[config.mk]
export PLATFORM = sky130hd
export DESIGN_NAME = obstacle_scroller
export DESIGN_NICKNAME = d
export VERILOG_FILES = /design/src/rtl/obstacle_scroller_pkg.sv /design/src/rtl/obstacle_tick_gen.sv /design/src/rtl/obstacle_scroller.sv
export SDC_FILE = /design/constraint.sdc
export NUM_CORES = 1
export LEC_CHECK = 0
export CORE_MARGIN = 1.5
export CORE_UTILIZATION = 33
export CTS_CLUSTER_SIZE = 40
export DETAILED_ROUTE_END_ITERATION = 8
export HOLD_SLACK_MARGIN = 0.08
export SLEW_MARGIN = 0
export SYNTH_ARGS = -nofsm -noshare
export SYNTH_HDL_FRONTEND = slang
export SYNTH_SLANG_ARGS = --single-unit
[constraint.sdc]
create_clock -name clk -period 7.3 [get_ports clk]
set_input_delay 1.46 -clock clk [delete_from_list [all_inputs] [get_ports clk]]
set_output_delay 1.46 -clock clk [all_outputs]
set_load 0.03 [all_outputs]
[src/rtl/obstacle_scroller_pkg.sv]
// Shared game package: game state encoding, obstacle height table and speed width.
package obstacle_scroller_pkg;

    typedef enum logic [1:0] {
        IDLE = 2'd0,
        RUN  = 2'd1,
        WIN  = 2'd2,
        OVER = 2'd3
    } state_t;

    localparam int SPEED_W = 3;
    localparam int H_W     = 6;

    localparam logic [H_W-1:0] H_TYPE0 = 6'd15;
    localparam logic [H_W-1:0] H_TYPE1 = 6'd20;
    localparam logic [H_W-1:0] H_TYPE2 = 6'd30;
    localparam logic [H_W-1:0] H_TYPE3 = 6'd40;

    function automatic logic [H_W-1:0] height_of(input logic [1:0] sel);
        case (sel)
            2'd0:    return H_TYPE0;
            2'd1:    return H_TYPE1;
            2'd2:    return H_TYPE2;
            default: return H_TYPE3;
        endcase
    endfunction

endpackage

[src/rtl/obstacle_tick_gen.sv]
// Movement tick generator: counts enabled RUN cycles and pulses tick once per TICK_MAX+1.
module obstacle_tick_gen #(
    parameter int TICK_MAX = 60000
) (
    input  logic clk,
    input  logic nRst,
    input  logic run,
    input  logic enable,
    input  logic clear,
    output logic tick
);

    localparam int CW = (TICK_MAX < 1) ? 1 : $clog2(TICK_MAX + 1);

    logic [CW-1:0] cnt_q, cnt_d;

    // NOTE: every output of an always_comb gets a default first, so no path can infer a latch.
    always_comb begin
        cnt_d = cnt_q;
        tick  = 1'b0;
        if (clear) begin
            cnt_d = '0;
        end else if (run && enable) begin
            if (cnt_q == CW'(TICK_MAX)) begin
                tick  = 1'b1;
                cnt_d = '0;
            end else begin
                cnt_d = cnt_q + 1'b1;
            end
        end
    end

    // NOTE: state registers use non-blocking assignments so every flop samples pre-edge values.
    always_ff @(posedge clk or negedge nRst) begin
        if (!nRst) cnt_q <= '0;
        else       cnt_q <= cnt_d;
    end

endmodule

[src/rtl/obstacle_scroller.sv]
// Obstacle scroller: slots spawn at x=0 on ticks, advance by the current speed and retire
// past the screen edge; retirements raise the speed and request a redraw.
module obstacle_scroller
    import obstacle_scroller_pkg::*;
#(
    parameter int N_OBS     = 4,
    parameter int XW        = 9,
    parameter int SCREEN_W  = 320,
    parameter int TICK_MAX  = 60000,
    parameter int GAP_BASE  = 100,
    parameter int GAP_STEP  = 30,
    parameter int SPEED_MAX = 4,
    parameter int LEVEL_UP  = 8
) (
    input  logic                 clk,
    input  logic                 nRst,
    input  state_t               state,
    input  logic                 enable,
    input  logic [1:0]           rng,
    input  logic [1:0]           type_in,
    input  logic                 draw_done,
    output logic [N_OBS*XW-1:0]  obs_x,
    output logic [N_OBS*6-1:0]   obs_h,
    output logic [N_OBS-1:0]     obs_active,
    output logic                 moved,
    output logic [SPEED_W-1:0]   speed,
    output logic [7:0]           passed
);

    localparam int GW = 16;

    logic                  tick;
    logic                  spawn;
    logic [N_OBS-1:0]      act_q, act_d;
    logic [N_OBS-1:0]      retire;
    logic [N_OBS-1:0]      free_sel;
    logic [N_OBS*XW-1:0]   x_q, x_d;
    logic [N_OBS*H_W-1:0]  h_q, h_d;
    logic [GW-1:0]         gap_q, gap_d;
    logic [GW-1:0]         gap_src;
    logic [SPEED_W-1:0]    speed_q, speed_d;
    logic [7:0]            passed_q, passed_d;
    logic [7:0]            lvl_q, lvl_d;
    logic                  moved_q, moved_d;

    obstacle_tick_gen #(.TICK_MAX(TICK_MAX)) u_tick_gen (
        .clk    (clk),
        .nRst   (nRst),
        .run    (state == RUN),
        .enable (enable),
        .clear  (state == IDLE),
        .tick   (tick)
    );

    // Lowest-index slot free before this tick's retirements; a freed slot waits one tick.
    always_comb begin
        free_sel = '0;
        for (int i = N_OBS - 1; i >= 0; i--) begin
            if (!act_q[i]) free_sel = N_OBS'(1) << i;
        end
    end

    assign spawn = tick && (gap_q == '0) && (|free_sel);

    for (genvar i = 0; i < N_OBS; i++) begin : g_slot
        logic [XW-1:0]  x_cur;
        logic [XW:0]    x_adv;
        logic           act_n;
        logic [XW-1:0]  x_n;
        logic [H_W-1:0] h_n;

        assign x_cur     = x_q[i*XW +: XW];
        assign x_adv     = {1'b0, x_cur} + (XW+1)'(speed_q);
        assign retire[i] = tick && act_q[i] && (x_adv >= (XW+1)'(SCREEN_W));

        always_comb begin
            act_n = act_q[i];
            x_n   = x_cur;
            h_n   = h_q[i*H_W +: H_W];
            if (state == IDLE) begin
                act_n = 1'b0;
                x_n   = '0;
                h_n   = '0;
            end else if (spawn && free_sel[i]) begin
                act_n = 1'b1;
                x_n   = '0;
                h_n   = height_of(type_in);
            end else if (retire[i]) begin
                act_n = 1'b0;
                x_n   = '0;
            end else if (tick && act_q[i]) begin
                x_n   = x_adv[XW-1:0];
            end
        end

        assign act_d[i]           = act_n;
        assign x_d[i*XW +: XW]    = x_n;
        assign h_d[i*H_W +: H_W]  = h_n;
    end

    // The spawn tick also consumes one step of the fresh gap, so spawns sit exactly gap pixels apart.
    assign gap_src = spawn ? (GW'(GAP_BASE) + GW'(rng) * GW'(GAP_STEP)) : gap_q;

    always_comb begin
        gap_d    = gap_q;
        passed_d = passed_q;
        lvl_d    = lvl_q;
        speed_d  = speed_q;
        if (state == IDLE) begin
            gap_d    = '0;
            passed_d = '0;
            lvl_d    = '0;
            speed_d  = SPEED_W'(1);
        end else if (tick) begin
            gap_d = (gap_src > GW'(speed_q)) ? gap_src - GW'(speed_q) : '0;
            for (int i = 0; i < N_OBS; i++) begin
                if (retire[i] && passed_d != 8'hFF) begin
                    passed_d = passed_d + 8'd1;
                    if (lvl_d == 8'(LEVEL_UP - 1)) begin
                        lvl_d = '0;
                        if (speed_d < SPEED_W'(SPEED_MAX)) speed_d = speed_d + 1'b1;
                    end else begin
                        lvl_d = lvl_d + 8'd1;
                    end
                end
            end
        end
    end

    always_comb begin
        moved_d = moved_q;
        if (state == IDLE)                          moved_d = 1'b0;
        else if (act_d != act_q || x_d != x_q)      moved_d = 1'b1;
        else if (draw_done)                         moved_d = 1'b0;
    end

    always_ff @(posedge clk or negedge nRst) begin
        if (!nRst) begin
            act_q    <= '0;
            x_q      <= '0;
            h_q      <= '0;
            gap_q    <= '0;
            speed_q  <= SPEED_W'(1);
            passed_q <= '0;
            lvl_q    <= '0;
            moved_q  <= 1'b0;
        end else begin
            act_q    <= act_d;
            x_q      <= x_d;
            h_q      <= h_d;
            gap_q    <= gap_d;
            speed_q  <= speed_d;
            passed_q <= passed_d;
            lvl_q    <= lvl_d;
            moved_q  <= moved_d;
        end
    end

    assign obs_x      = x_q;
    assign obs_h      = h_q;
    assign obs_active = act_q;
    assign moved      = moved_q;
    assign speed      = speed_q;
    assign passed     = passed_q;

endmodule

Yosys cells after proc, flatten, opt, wreduce, memory -nomap -nowiden --
Index checks and enable logic that the tools add are counted.
Cells by class: add/sub/neg operators 19, reductions and logical operators 31, eq/ne operators 14, muxes and demuxes 102, multipliers 1, order comparisons 9
Operators by type and width (count):
- $mux 8 | 28
- $mux 9 | 16
- $mux 16 | 7
- $add 8x1->8 const B | 8
- $mux 3 | 20
- $mux 6 | 8
- $add 9x3->10 | 4
- $ge 10x9->1 const B | 4
- $ne 36x36->1 | 1
- $eq 8x3->1 const B | 4
- $ne 8x8->1 const B | 4
- $logic_and 1x1->1 | 19
- $mux 1 | 18
- $pmux 6 s3 | 1
- $add 16x1->16 const B | 1
- $eq 16x16->1 const B | 1
- $gt 16x3->1 | 1
- $logic_not 16->1 | 1
- $mux 4 | 4
- $sub 16x3->16 | 1
- $add 3x1->3 const B | 4
- $lt 3x3->1 const B | 4
- $reduce_bool 2->1 | 6
- $add 7x7->8 const A | 1
- other kinds (8) | 10
Storage, ports and cells: input bits 10, register bits after elaboration 116, word-level logic and storage cells 188

Logic depth before layout (Yosys ltp) --
Gate-level depths: netlist of the first run.
word-level depth 28, depth in mapped cells 28, depth with buffers taken out 25

By module --
Synthesis of the first run repeated with hierarchy kept, for this count alone.
Unflattened totals: cell total of the unflattened synthesis 1113, area total of the unflattened synthesis 9293.9 µm²
Modules (own cells, without submodules):
- obstacle_scroller | cells each 1011, instances 1, area each 8272.9 µm²
- obstacle_tick_gen | cells each 102, instances 1, area each 1021.0 µm²

Worst setup path before layout of the first run --
Ideal clock, no wire load.
path kind register to register, from register speed_q[0], in the netlist speed[0], to register lvl_q[6], data required time 7.179 ns, stages on the path, launching flop included 28, slack 0.727 ns, data arrival time 6.452 ns, cell sequence dfstp_2 > ha_1 > fa_1 > a21oi_1 > nand2b_1 > o32ai_2 > a21oi_2 > xnor2_1 > inv_1 > ha_1 > and3_1 > a22oi_1 > clkbuf_1 > o21ai_1 > nor2_1 > nor2_1 > ha_1 > o21a_1 > a31oi_2 > mux2_2 > ha_1 > nor3b_2 > a41oi_2 > buf_4 > nand3_1 > nor2_1 > nor2_1 > a22o_1
Between the ends: longest elaborated chain between the ends 22
Ends and longest elaborated chain:
- from (decl) | RTL line obstacle_scroller.sv:41 | logic [SPEED_W-1:0] speed_q, speed_d;
- from (signal assigned) | RTL line obstacle_scroller.sv:152 | speed_q <= speed_d;
- $add 9x3->10 | RTL line obstacle_scroller.sv:73 | assign x_adv = {1'b0, x_cur} + (XW+1)'(speed_q);
- $ge 10x9->1 | RTL line obstacle_scroller.sv:74 | assign retire[i] = tick && act_q[i] && (x_adv >= (XW+1)'(SCREEN_W));
- $logic_and 1x1->1 | RTL line obstacle_scroller.sv:74
- $logic_and 1x1->1 | RTL line obstacle_scroller.sv:117 | if (retire[i] && passed_d != 8'hFF) begin
- $mux 8 | RTL line obstacle_scroller.sv:117
- $mux 8 | RTL line obstacle_scroller.sv:114 | end else if (tick) begin
- $mux 8 | RTL line obstacle_scroller.sv:109 | if (state == IDLE) begin
- $add 8x1->8, or another cell as far along | RTL line obstacle_scroller.sv:123 | lvl_d = lvl_d + 8'd1;
- [6 not listed]
- $mux 8 | RTL line obstacle_scroller.sv:117
- $mux 8 | RTL line obstacle_scroller.sv:114
- $mux 8 | RTL line obstacle_scroller.sv:109
- $add 8x1->8, or another cell as far along | RTL line obstacle_scroller.sv:123
- $mux 8 / $logic_and 1x1->1 (equally long branches) | RTL line obstacle_scroller.sv:119, obstacle_scroller.sv:117
- $mux 8 (*) | RTL line obstacle_scroller.sv:117
- $mux 8 (*) | RTL line obstacle_scroller.sv:114
- $mux 8 (*) | RTL line obstacle_scroller.sv:109
- to (signal assigned) | RTL line obstacle_scroller.sv:154 | lvl_q <= lvl_d;
- to (decl) | RTL line obstacle_scroller.sv:43 | logic [7:0] lvl_q, lvl_d;
Every way passes the cells marked *; elsewhere a longest branch is shown, timed or not. The select of a mux whose other input is x is not followed. A chain may end at the register's enable or synchronous reset.

Worst setup path in the final report of the first run --
from input state[0], to register passed_q[7], in the netlist passed[7]
Between the ends: longest elaborated chain between the ends 25
Ends and longest elaborated chain:
- from (decl) | RTL line obstacle_scroller.sv:17 | input state_t state,
- branches (longest 25 deep; another with $add 8x1->8)
- to (signal assigned) | RTL line obstacle_scroller.sv:153 | passed_q <= passed_d;
- to (decl) | RTL line obstacle_scroller.sv:42 | logic [7:0] passed_q, passed_d;
Parallel ways; which one is timed is not known. The select of a mux whose other input is x is not followed.

==> results by group, run 1 <==
Layout
  – Commonest cells after routing, fill and taps aside: 125 x nor2_1, 115 x dfrtp_1, 113 x nand2_1
  – Commonest non-fill, non-tap cell in the layout: nor2_1
  – Fin util: between 40 and 50%
  – Area Growth Syn to Fin: 21.02%
  – Diodes inserted: 0
  – Nets: 1225
  – Final Instance Area: 0.01104 sq mm
  – Layout cells sized above 1: under 10%

Clock network
  – CTS Buf Count: 17
  – Clock latency on the worst-skew pair: 0.42 ns
  – CTS tree: done
  – Num Clock Sinks: about 120
  – H-tree lvl count: 4
  – Max Root-Sink Buffers: 2
  – Clock Pin Slew Worst Setup and Hold Paths: roughly 0.060 ns
  – Clock root buffer: clkbuf_16
  – Post-cts sizing count: 0
  – CTS Hold Bufs: 0
  – # Post-CTS Setup Buffers: 0

Synth
  – Synth Area in Compound Gates: approximately a fifth
  – Largest family of logic cells by synthesized area: simple AND/OR/NAND/NOR gates
  – Mapped Cells: 1092
  – Async set or reset register ratio after synthesis: 100.0%
  – Register bit total from synthesis: between 100 and 150
  – Post-Synth Simple-Gate Area: 25.58%
  – Post-Syn Area: 0.009121 sq mm
  – Syn avg cell area: 8.353 sq um
  – Syn nets: between 1k and 1.5k
  – Top cell type by total area after synthesis: dfrtp_1
  – Post-synth cell types: 90
  – Sequential fraction of the synthesis area: 31.84%
  – Area share of the largest cell type after synthesis: 31.55%
  – Post-synthesis mux area share: between 3 and 4%
  – Synth Area in Adders: 6.310%
  – Post-synth EDFFs: 0
  – Synth Area in XOR/XNOR: about 10%
  – Yosys warns: 0
  – Synth top area cells: dfrtp_1 32%, xnor2_1 6.7%, ha_1 5.2%
  – Prevailing post-synth register cell: dfrtp_1

Timing
  – Hold WS: 0.4803 ns
  – Setup violations, final: 0
  – Final Hold Vio Count: 0
  – TNS Setup: 0 ns
  – F_max: between 100 and 150 MHz
  – Minimum clock period: 6.826 ns
  – Max-slew violations: 0
  – Worst-Margin Slew: 1.019 ns
  – Max_slew headroom: roughly 32%
  – Clk_skew: 0.009416 ns
  – Fin crit share: 93.51%
  – RSZ-0062 raised after global routing: false

Outcome
  – Status: completed

Pwr
  – Cell area power density: 148.0 mW/mm^2
  – Leakage: 0.004654 uW
  – VDD IR max: between 0.1 and 0.15 mV

Detailed routing
  – DR pass1 iterations: 5
  – Drt wl/cell: 18.47 um
  – Via Count: approximately 8.6k
  – Number of vias per cell: roughly 5.6
  – Detailed Route WL: about 28000 um
  – DRC viols: 0
  – Routed Antenna Nets: 0
  – DRT iter0 DRCs: 649

Die
  – Ports: 86
  – Core area: ~0.027 sq mm
  – Cell Rows: 60
  – Initial Utilization: 33.75%
  – Die area: 0.02865 sq mm
  – Die Height: 169.3 um
  – Die X: 169.3 um

Global routing
  – GRT Total Usage: 20.06%
  – Largest net degree at the start of global routing: 78
  – Number of global-route vias before repair: approximately 8.2k
  – First-pass GRT wire length: 45310 um
  – Initial antenna violation count: 0
  – Total grt overflow: 0

Placement
  – HPWL Detailed: approximately 21000 um
  – Port Buffers: 85
  – Placed Area: 0.01040 sq mm
  – Final GP Congestion: between 0.9 and 1

Critical path
  – Crit. End Element: flop
  – R2R Path Start: obs_x[0]
  – Arrival time at the worst endpoint: 7.14 ns
  – Critical path origin: state[0]
  – Startpoint Class: input port
  – WS Path Type: input port to flop
  – Crit-path max FO: 10
  – Worst EP required: 7.61 ns

Min path
  – Worst hold path startpoint: gap_q[15]
  – Hold/Removal Path Class: flop to flop

Job
  – Total of max-cap violations: 0
## through the flow
stage	cells	setup slack [ns]	total power, uW
2_1_floorplan	1092	0.7267	686.9
3_3_place_gp	1494	0.1851	720.7
3_5_place_dp	1494	0.09540	721.6
4_1_cts	1525	0.5164	1647
5_1_grt	1525	0.07344	1685
6_report	1525	0.4738	1634
## kinds of logic (layout without fill, tap and decap cells)
kind of cell	after synthesis	count (layout)
AOI/OAI and AO/OA	253	253
muxes	28	28
DFF	116	116
and+or+nand+nor	462	462
xor gates and xnor gates	105	105
buffers and inverters	85	177
adders and majority gates	43	43
## area by class of cell
type	instances	area (sq um)
Fill cell	2732	15990
Multi-Input combinational cell	891	5893
Sequential cell	116	2904
Timing Repair Buffer	112	1051
Clock buffer	18	439.2
Tap cell	341	426.7
Clock inverter	13	196.4
Inverter	34	127.6
## layer usage
| metal | GRT usage [%] | up-vias | wire length (um) |
|---|---|---|---|
| met4 | 7.580 | 0 | 792 |
| met5 | 0 | - | 0 |
| met1 | 27.64 | 4167 | 13080 |
| li1 | - | 4126 | - |
| met3 | 4.104 | 37 | 1665 |
| met2 | 30.86 | 244 | 12620 |
## cell usage after synthesis (11+ instances only)
cell type / n
nor2_1: 125
o21ai_1: 14
nand3_1: 58
nor3_1: 31
xnor2_1: 70
mux2i_1: 21
or3_1: 12
clkbuf_1: 41
o31ai_1: 11
xor2_1: 33
a21oi_1: 47
a211oi_1: 12
o21ai_0: 56
nand2_1: 113
nand4_1: 21
inv_1: 34
dfrtp_1: 115
a21o_1: 11
a22o_1: 15
ha_1: 38
and3_1: 21
a31oi_1: 14
## worst max-delay path, cell delays in order
cell	delay [ns]
clkdlybuf4s50_1	0.52
and3b_1	0.25
o311a_1	0.25
o211ai_1	0.20
a21oi_2	0.21
xnor2_1	0.17
inv_1	0.07
ha_1	0.24
and3_1	0.22
a22o_1	0.23
a21boi_1	0.36
nor2_1	0.10
nor2_1	0.18
ha_1	0.21
o21a_1	0.25
a31oi_2	0.13
buf_4	0.19
xor2_1	0.19
ha_1	0.24
nor3b_2	0.17
a41oi_2	0.51
and4_1	0.34
nand3_1	0.11
xnor2_1	0.14
a22o_1	0.18
## registers in the layout (all words and copies together) (netlist names)
signal and count:
lvl_q 8, moved 1, obs_x 36, obs_active 4, passed 8, u_tick_gen.cnt_q 16, gap_q 16, speed 3
obs_h 24
## report_power, final
group	internal [uW]	switching, uW	total [uW]
Clock	585	340	925
Combinational	15.7	45.1	60.8
Sequential	645	2.72	648
Total	1250	388	1630
## final timing paths
path	depth (start not counted)	to	slack (ns)
max reg2reg	27	passed[7]	0.72
max	25	passed[7]	0.47
min in group asynchronous	1	obs_x[23]	1.03
min	1	gap_q[15]	0.48
min reg2reg	1	gap_q[15]	0.48
max in group asynchronous	2	lvl_q[4]	4.82
No activity file was read; power rests on OpenSTA's default activity.
==> inputs of run 2 (changes only) <==
==> constraint.sdc (replaced) <==
create_clock -name clk -period 7.3 [get_ports clk]
set_input_delay 1.46 -clock clk [delete_from_list [all_inputs] [get_ports clk]]
set_output_delay 1.46 -clock clk [all_outputs]
set_load 0.02 [all_outputs]
==> results of run 2 <==
The final DEF is identical to that of run 1. Status: completed.
==> inputs of run 3 (changes only) <==
--- a/config.mk
+++ b/config.mk
@@ -5,12 +5,14 @@
 export SDC_FILE = /design/constraint.sdc
 export NUM_CORES = 1
 export LEC_CHECK = 0
-export CORE_MARGIN = 1.5
+export CORE_MARGIN = 4
 export CORE_UTILIZATION = 33
 export CTS_CLUSTER_SIZE = 40
 export DETAILED_ROUTE_END_ITERATION = 8
 export HOLD_SLACK_MARGIN = 0.08
+export PLACE_DENSITY = 0.56
 export SLEW_MARGIN = 0
 export SYNTH_ARGS = -nofsm -noshare
 export SYNTH_HDL_FRONTEND = slang
+export SYNTH_HIERARCHICAL = 1
 export SYNTH_SLANG_ARGS = --single-unit
==> results by group, run 3 <==
Critical path
  – CP delay by family, top: simple AND/OR/NAND/NOR gates (was compound AO/OA/AOI/OAI gates)
  – CP Buf/Inv Count: 3 (unchanged)
  – Max stage delay on crit path: 0.46 ns (was 0.52 ns)
  – Arrival time at the worst endpoint: 7.16 ns (was 7.14 ns)
  – Slowest CP cell: clkdlybuf4s50_1 (unchanged)
  – Startpoint Class: input port (unchanged)
  – WS Path Type: input port to flop (unchanged)
  – Worst-case reg-to-reg path depth: 28 (was 27)
  – Worst EP required: 7.63 ns (was 7.61 ns)
  – Crit-path max FO: 12 (was 10)
  – Crit. End Element: flop (unchanged)
  – CP Depth: 27 (was 25)
  – Most frequent CP cell: nand2_1 (was ha_1)

Global routing
  – First-pass GRT wire length: 46490 um (was 45310 um)
  – Total grt overflow: 0 (unchanged)
  – Number of global-route vias before repair: 8447 (was 8210)
  – Largest net degree at the start of global routing: 67 (was 78)
  – Initial antenna violation count: 0 (unchanged)
  – GRT Total Usage: 18.64% (was 20.06%)

Layout
  – Commonest non-fill, non-tap cell in the layout: nor2_1 (unchanged)
  – Nets: 1248 (was 1225)
  – Max reg flops: 36 (unchanged)
  – Fin util: 40.35% (was 40.84%)
  – Fillers: 2813 (was 2732)
  – Diodes inserted: 0 (unchanged)
  – Layout cells sized above 1: 10.26% (was 8.193%)
  – Area Growth Syn to Fin: 20.63% (was 21.02%)
  – Commonest cells after routing, fill and taps aside: 141 x nor2_1, 115 x dfrtp_1, 108 x nand2_1 (was 125 x nor2_1, 115 x dfrtp_1, 113 x nand2_1)

Timing
  – RSZ-0062 raised after global routing: false (unchanged)
  – Setup violations, final: 0 (unchanged)
  – Max_slew headroom: 37.28% (was 32.07%)
  – TNS Setup: 0 ns (unchanged)
  – Worst-Margin Slew: 0.9408 ns (was 1.019 ns)
  – Max-slew violations: 0 (unchanged)
  – F_max: 146.5 MHz (about the same)
  – Clk_skew: 0.01603 ns (was 0.009416 ns)
  – Minimum clock period: 6.826 ns (about the same)
  – Final Hold Vio Count: 0 (unchanged)
  – Fin crit share: 93.50% (was 93.51%)

Pwr
  – P_sw: 428.2 uW (was 387.7 uW)
  – Clk network pwr share: 54.3% (was 56.6%)
  – Cell area power density: 140.9 mW/mm^2 (was 148.0 mW/mm^2)
  – Sequential Power Share: 41.1% (was 39.7%)
  – Combinational power share: 4.6% (was 3.7%)
  – VDD IR max: 0.1075 mV (was 0.1334 mV)
  – Cell Int Power: 1152 uW (was 1246 uW)
  – Switching share of power: 27.10% (was 23.73%)
  – Leakage: 0.004726 uW (was 0.004654 uW)

Clock network
  – Clock latency on the worst-skew pair: 0.44 ns (was 0.42 ns)
  – Max Root-Sink Buffers: 2 (unchanged)
  – H-tree lvl count: 4 (unchanged)
  – CTS tree: done (unchanged)
  – Clock root buffer: clkbuf_16 (unchanged)
  – Num Clock Sinks: 116 (unchanged)
  – Clock Pin Slew Worst Setup and Hold Paths: 0.07 ns (was 0.06 ns)
  – CTS Buf Count: 17 (unchanged)

Placement
  – Final GP Congestion: 0.8748 (was 0.9491)
  – Port Buffers: 85 (unchanged)
  – HPWL Detailed: 21160 um (was 20970 um)

Synth
  – Post-Syn Area: 0.009294 sq mm (was 0.009121 sq mm)
  – Prevailing post-synth register cell: dfrtp_1 (unchanged)
  – Post-synth EDFFs: 0 (unchanged)
  – Sequential fraction of the synthesis area: 31.25% (was 31.84%)
  – Async set or reset register ratio after synthesis: 100.0% (unchanged)
  – Synth top area cells: dfrtp_1 31%, nor2_1 5.8%, ha_1 5.1% (was dfrtp_1 32%, xnor2_1 6.7%, ha_1 5.2%)
  – Mapped Cells: 1113 (was 1092)
  – Top cell type by total area after synthesis: dfrtp_1 (unchanged)
  – Area share of the largest cell type after synthesis: 30.96% (was 31.55%)
  – Yosys warns: 6 (was 0)
  – Syn avg cell area: 8.350 sq um (was 8.353 sq um)
  – Register bit total from synthesis: 116 (unchanged)
  – Most frequent cells after synthesis: 143 x nor2_1, 115 x dfrtp_1, 108 x nand2_1 (was 125 x nor2_1, 115 x dfrtp_1, 113 x nand2_1)
  – Most common cell in the synthesized netlist: nor2_1 (unchanged)
  – Syn nets: 1166 (was 1145)
  – Post-synth cell types: 95 (was 90)

Die
  – Initial Utilization: 33.45% (was 33.75%)
  – Die X: 175.8 um (was 169.3 um)
  – Die area: 0.03091 sq mm (was 0.02865 sq mm)
  – Ports: 86 (unchanged)
  – Cell Rows: 61 (was 60)
  – Die Height: 175.8 um (was 169.3 um)
  – Core area: 0.02778 sq mm (was 0.02703 sq mm)

Min path
  – Hold Path Stages: 1 (unchanged)
  – Hold/Removal Path Class: flop to flop (unchanged)

Job
  – Total of max-cap violations: 0 (unchanged)

Detailed routing
  – Routed Antenna Nets: 0 (unchanged)
  – Drt wl/cell: 18.08 um (was 18.47 um)
  – Via Count: 8749 (was 8574)
  – Detailed Route WL: 28680 um (was 28160 um)
  – DRC viols: 0 (unchanged)
  – DR pass1 iterations: 6 (was 5)
  – DRT iter0 DRCs: 659 (was 649)
  – Number of vias per cell: 5.516 (was 5.622)

Outcome
  – Status: completed (unchanged)
## run 3: final timing paths
check / start / end / slack [ns]
worst max-delay path: state[0] / lvl_q[5] / 0.47
worst min register to register: u_tick_gen/cnt_q[15] / u_tick_gen/cnt_q[15] / 0.48
min in group asynchronous: nRst / obs_x[6] / 1.17
worst min-delay path: u_tick_gen/cnt_q[15] / u_tick_gen/cnt_q[15] / 0.48
max in group asynchronous: nRst / obs_active[1] / 4.88
worst max register to register: u_tick_gen/cnt_q[0] / lvl_q[5] / 0.78
## run 3: what timing repair did
| item | CTS | global route |
|---|---|---|
| setup buffers | 0 | 0 |
| endpoints found under the setup margin | 0 | 1 |
| hold buffers | 0 | 0 |
| resized for setup | 0 | 2 |
## run 3: final cells by class
cell class                 count  area, sq um  area share (%)
clock inverter                15        165.2           1.473
clock buffer                  17        425.4           3.795
sequential                   116         2904           25.90
multi-input combinational    915         6068           54.13
timing repair buffer         112         1051           9.375
inverter                      33        123.9           1.105
tap                          378        473.0           4.219
## run 3: cell families after synthesis
family	Yosys count	synth area share, %
AO/OA/AOI/OAI	269	20.01
XOR/XNOR	81	7.633
adder cells (fa/ha/maj)	43	6.193
buffers and inverters	82	3.662
flip-flops	116	31.25
multiplexers	30	3.433
AND/OR/NAND/NOR	492	27.83
## run 3: worst register-to-register path, delay by kind of cell (launching register included)
kind	cells	cell delay, ns
fa+ha+maj	4	0.93
xor+xnor	2	0.39
compound gates	7	1.47
flops	1	0.43
buf+inv	3	0.49
simple gates	12	2.72
## run 3: through the flow
stage                     area [sq um]  setup slack, ns  hold slack (ns)  total power, uW  instances
after global routing             11210          0.08133           0.5137             1636       1586
after global placement           10620           0.2277           0.4725            734.9       1554
final                            11210           0.4745           0.4821             1580       1586
after CTS                        11210           0.4372           0.4855             1600       1586
after detailed placement         10620         0.008044           0.4743            735.3       1554
after floorplan                   9311         0.005311           0.4433            695.3       1113
## run 3: power groups by stage
stage | clock, uW | sequential, uW | combinational, uW
6_report | 858 | 649 | 72.6
5_1_grt | 905 | 649 | 82.3
4_1_cts | 876 | 649 | 74.7
3_5_place_dp | 0 | 661 | 74.4
3_3_place_gp | 0 | 661 | 74.0
2_1_floorplan | 0 | 662 | 33.7
## run 3: routing by layer
metal  part of all wire [%]  wire (um)  GRT usage (%)
met5                      0          0              0
met4                    1.1        306          4.126
met3                    5.5       1586          4.197
met2                     46      13110          29.78
met1                     48      13680          25.91
